===== config.mk =====
export PLATFORM = sky130hd
export DESIGN_NAME = square_pipelined_flat
export DESIGN_NICKNAME = d
export VERILOG_FILES = /design/src/rtl/square_pipelined_if.sv /design/src/rtl/square_pipelined.sv /design/src/flat_wrapper.sv
export SDC_FILE = /design/constraint.sdc
export NUM_CORES = 1
export LEC_CHECK = 0
export BUFFER_PORTS_ARGS = -buffer_cell sky130_fd_sc_hd__buf_2
export CORE_ASPECT_RATIO = 0.6
export CORE_MARGIN = 2
export CORE_UTILIZATION = 49
export DETAILED_ROUTE_END_ITERATION = 6
export GPL_TIMING_DRIVEN = 0
export PLACE_DENSITY = 0.66
export SYNTH_ARGS = -nofsm -noshare
export SYNTH_HDL_FRONTEND = slang
export SYNTH_SLANG_ARGS = --single-unit

===== constraint.sdc =====
create_clock -name clk -period 2.6 [get_ports clk]
set_input_delay 0.52 -clock clk [delete_from_list [all_inputs] [get_ports clk]]
set_output_delay 0.52 -clock clk [all_outputs]
set_load 0.1 [all_outputs]

===== src/rtl/square_pipelined_if.sv =====
// Operand/result bundle for square_pipelined. Valid-only handshake: in_valid
// qualifies x on every edge with en=1, out_valid qualifies osquare/odebug; there is no ready.
interface square_pipelined_if #(
  parameter int BITS = 8
);
  logic              en;
  logic              in_valid;
  logic [BITS-1:0]   x;
  logic              out_valid;
  logic [2*BITS-1:0] osquare;
  logic [BITS-1:0]   odebug;

  modport master (
    output en, in_valid, x,
    input  out_valid, osquare, odebug
  );

  modport slave (
    input  en, in_valid, x,
    output out_valid, osquare, odebug
  );
endinterface


===== src/rtl/square_pipelined.sv =====
// Pipelined unsigned squarer: stage k adds the (k-1)-th shifted partial product,
// so the last stage holds x*x exactly alongside a copy of its operand.
module square_pipelined #(
  parameter int BITS = 8,
  parameter int UP   = BITS - 1,
  parameter int OUP  = 2 * BITS - 1
) (
  input logic             clk,
  input logic             rst_n,
  square_pipelined_if.slave bus
);

  logic         v   [1:BITS];
  logic [UP:0]  xs  [1:BITS];
  logic [OUP:0] acc [1:BITS];
  logic [OUP:0] pp  [1:BITS];

  // Partial product entering each stage, taken from that stage's input operand.
  assign pp[1] = bus.x[0] ? {{BITS{1'b0}}, bus.x} : '0;

  for (genvar k = 2; k <= BITS; k++) begin : g_pp
    assign pp[k] = xs[k-1][k-1] ? ({{BITS{1'b0}}, xs[k-1]} << (k - 1)) : '0;
  end

  // en=0 freezes every stage, valid bits included.
  always_ff @(posedge clk or negedge rst_n) begin
    if (!rst_n) begin
      for (int k = 1; k <= BITS; k++) begin
        v[k]   <= 1'b0;
        xs[k]  <= '0;
        acc[k] <= '0;
      end
    end else if (bus.en) begin
      v[1]   <= bus.in_valid;
      xs[1]  <= bus.x;
      acc[1] <= pp[1];
      for (int k = 2; k <= BITS; k++) begin
        v[k]   <= v[k-1];
        xs[k]  <= xs[k-1];
        acc[k] <= acc[k-1] + pp[k];
      end
    end
  end

  assign bus.out_valid = v[BITS];
  assign bus.osquare   = acc[BITS];
  assign bus.odebug    = xs[BITS];

endmodule


===== src/flat_wrapper.sv =====
// flat-port wrapper written by rule: the top's interface ports become plain ports
module square_pipelined_flat 
#(
  parameter int BITS = 8,
  parameter int UP   = BITS - 1,
  parameter int OUP  = 2 * BITS - 1
)
  (clk, rst_n, bus_en, bus_in_valid, bus_x, bus_out_valid, bus_osquare, bus_odebug);
  square_pipelined_if #(.BITS(BITS)) bus_i ();
  input logic clk;
  input logic rst_n;
  input wire logic [$bits(bus_i.en)-1:0] bus_en;
  input wire logic [$bits(bus_i.in_valid)-1:0] bus_in_valid;
  input wire logic [$bits(bus_i.x)-1:0] bus_x;
  output wire logic [$bits(bus_i.out_valid)-1:0] bus_out_valid;
  output wire logic [$bits(bus_i.osquare)-1:0] bus_osquare;
  output wire logic [$bits(bus_i.odebug)-1:0] bus_odebug;
  assign bus_i.en = bus_en;
  assign bus_i.in_valid = bus_in_valid;
  assign bus_i.x = bus_x;
  assign bus_out_valid = bus_i.out_valid;
  assign bus_osquare = bus_i.osquare;
  assign bus_odebug = bus_i.odebug;
  square_pipelined #(.BITS(BITS), .UP(UP), .OUP(OUP)) u_core (.clk(clk), .rst_n(rst_n), .bus(bus_i));
endmodule

==> results.txt <==
run status = finished clean
ANT cells = 0
Layout Cells excl Fill = 1008
Startpoint Class = flop
Mapped Nets = 779
overall global routing resource usage = 23.02%
Root Driver = clkbuf_16
Synth top area share = 47.12%
first-pass GRT wire length = 32.57 mm
placed cells = 975
Seq pwr share = 32.8%
Post-synth EDFFs = 0
DRT iter0 DRCs = 438
largest net degree at the start of global routing = 118
FMAX = 405.7 MHz
Lkg Pwr = 4.404 nW
Async SR Flop Fraction = 100.0%
area delta synth->final = 12.50%
TritonCTS Buffers = 17
FF+latch count, synth = 163
Reg2Reg Setup Slack = 0.14 ns
RSZ-0062 raised after global routing = false
post-CTS setup buffer count = 0
core area = 17220 sq um
maximum vdd ir drop = 1000 uV
worst endpoint data arrival time = 2.77 ns
clock share of power = 19.4%
ANT nets after route = 0
hold path start = bus_x[1]
Die Ht = 107.0 um
DP Area = 9161 sq um
row count = 37
sw frac = 42.29%
skew final = 0.01272 ns
Starting Density = 50.26%
PD cells = 1294 nW/um^2
crit path capture type = flop
CTS max path bufs = 2
number of synthesis warnings = 0
share of cells above drive strength 1 = 32.30%
P_int = 7.273 mW
Final Core Density = 56.55%
minimum clock period = 2.465 ns
CTS tree = done
initial antenna violation count = 0
Vias = 5735
RePlAce Congestion = 0.8891
wire per inst = 19.86 um
crit-path max FO = 10
Num Clock Sinks = 163
clk slew on worst S/H paths = 0.07 ns
cell taking the most area after synthesis = dfrtp_1
reg2reg end = u_core.acc[73]
DRT Pass-1 Iters = 5
Mapped Area = 8656 sq um
NetSw = 5.331 mW
number of remaining DRC errors = 0
Buffers on Ports = 35
Main synth FF type = dfrtp_1
Setup Crit Path Kind = reg2reg
Max Slew Vio Count = 0
Mapped Avg Cell Area = 12.28 sq um
worst rel slew slack = 47.68%
Pwr Total = 12.60 mW
top-level I/O count = 37
DPL Wire Length = 14.43 mm
worst r2r src = u_core.xs[43]
GRT overflow = 0
r2r worst-path depth = 7
# setup viols final = 0
Gate Count Post-Synth = 705
routed vias/inst = 5.689
max_cap viols = 0
Final period util = 94.79%
number of global-route vias before repair = 5773
fin area = 9738 sq um
# fillers = 1444
Netlist cell types = 42
Synth area leaders = dfrtp_1, mux2_2, ha_1
die width = 175.6 um
worst slew pin tran = 0.7847 ns
htree depth = 4
Fin. Hold Viols = 0
Worst-Skew Late Latency = 0.43 ns
# nets final = 835
hold path cells = 3
CP required = 2.91 ns
Worst Hold Class = in2reg
die area = 18780 sq um
combinational share of power = 47.7%
final WL = 20.02 mm
Hold EP = u_core.xs[57]
post-synthesis sequential area ratio = 47.12%
-- power by group through the flow --
stage                     clock, mW  sequential (mW)  combinational (mW)
after CTS                      2.49             4.13                5.98
after detailed placement          0             4.16                5.90
after global routing           2.62             4.26                6.46
final                          2.45             4.14                6.02
after floorplan                   0             3.92                4.86
after global placement            0             4.13                5.78
-- stage by stage --
step	worst slack [ns]	hold WS, ns	setup TNS [ns]
after global routing	0.08897	0.3193	0
after CTS	0.1650	0.3029	0
after detailed placement	0.2058	0.4510	0
after global placement	-1.444	0.4856	-231.45
final	0.1354	0.3175	0
after floorplan	0.5276	0.2244	0
-- synthesized netlist by cell type, types with 9 or more instances --
cell	count
dfrtp_1	163
mux2_2	130
ha_1	55
and2_1	48
a21oi_1	27
xnor2_1	25
buf_4	24
o21ai_0	24
nor2_1	23
a21o_1	21
buf_2	16
nand3_1	14
o21a_1	13
inv_1	10
a211oi_1	9
a31oi_1	9
-- state kept, by name, indices dropped and copies added, names as in the netlist --
name,flops
u_core.bus.odebug,8
u_core.v,7
u_core.xs,56
u_core.bus.out_valid,1
u_core.acc,76
u_core.bus.osquare,15
-- worst max-delay path, cell delays in order (launching register included) --
cell and delay (ns):
dfrtp_1 0.53, and2_1 0.21, ha_1 0.23, fa_1 0.44
a21o_1 0.25, a221oi_2 0.27, xnor2_1 0.13, mux2_2 0.28
-- cells in the final DEF, fill, tap and decap left out, drive strengths merged, types with 3 or more instances in the layout --
| cell type | instances |
|---|---|
| clkinvlp | 3 |
| dfrtp | 163 |
| o211ai | 8 |
| nand2 | 6 |
| a221oi | 6 |
| o21bai | 7 |
| o21a | 13 |
| inv | 16 |
| o22a | 6 |
| or3 | 8 |
| mux2 | 130 |
| buf | 77 |
| a21o | 21 |
| xnor2 | 25 |
| xor2 | 6 |
| clkbuf | 25 |
| nor2 | 23 |
| and2 | 48 |
| o21ai | 25 |
| a2111oi | 7 |
| a21oi | 27 |
| nand3 | 14 |
| clkinv | 5 |
| and3 | 6 |
| ha | 55 |
| fa | 7 |
| nand2b | 6 |
| a31oi | 9 |
| a211oi | 9 |
-- final cells by class --
class	count	area (sq um)	share of cell area (%)
clock inverter	13	123.9	1.272
timing repair buffer	37	222.7	2.287
multi-input combinational	483	4245	43.59
inverter	12	45.04	0.4625
tap	234	292.8	3.007
buffer	47	286.5	2.942
clock buffer	19	442.9	4.548
sequential	163	4079	41.89
-- timing repair --
| action | CTS | global route |
|---|---|---|
| hold buffers | 1 | 0 |
| resized for setup | 0 | 0 |
| setup endpoints to repair | 0 | 0 |
| hold endpoints to repair | 19 | 0 |
-- worst max path at each step --
| stage | depth (start not counted) | startpoint | slack, ns | to |
|---|---|---|---|---|
| finish | 7 | u_core.xs[43] | 0.14 | u_core.acc[73] |
| global placement | 1 | rst_n | -1.44 | u_core.v[3] |
| floorplan | 7 | u_core.xs[22] | 0.53 | u_core.acc[28] |
| CTS | 7 | u_core.xs[43] | 0.17 | u_core.acc[73] |
| detailed placement | 7 | u_core.xs[43] | 0.21 | u_core.acc[73] |
| global route | 7 | u_core.xs[43] | 0.09 | u_core.acc[73] |
-- per-layer routing --
metal	track usage (%)	wire length (um)	vias to the layer above
met1	37.48	11000	2889
li1	-	-	2660
met2	29.87	7557	164
met5	0	0	-
met3	4.858	1143	22
met4	7.143	321	0
-- cells by family after synthesis --
family / count (synthesis) / synth area share, %
XOR/XNOR: 31 / 3.137
AO/OA/AOI/OAI: 143 / 11.95
multiplexers: 130 / 16.91
AND/OR/NAND/NOR: 117 / 7.473
adder cells (fa/ha/maj): 62 / 9.569
buffers and inverters: 59 / 3.830
flip-flops: 163 / 47.12
(Power assumes the default switching activity.)
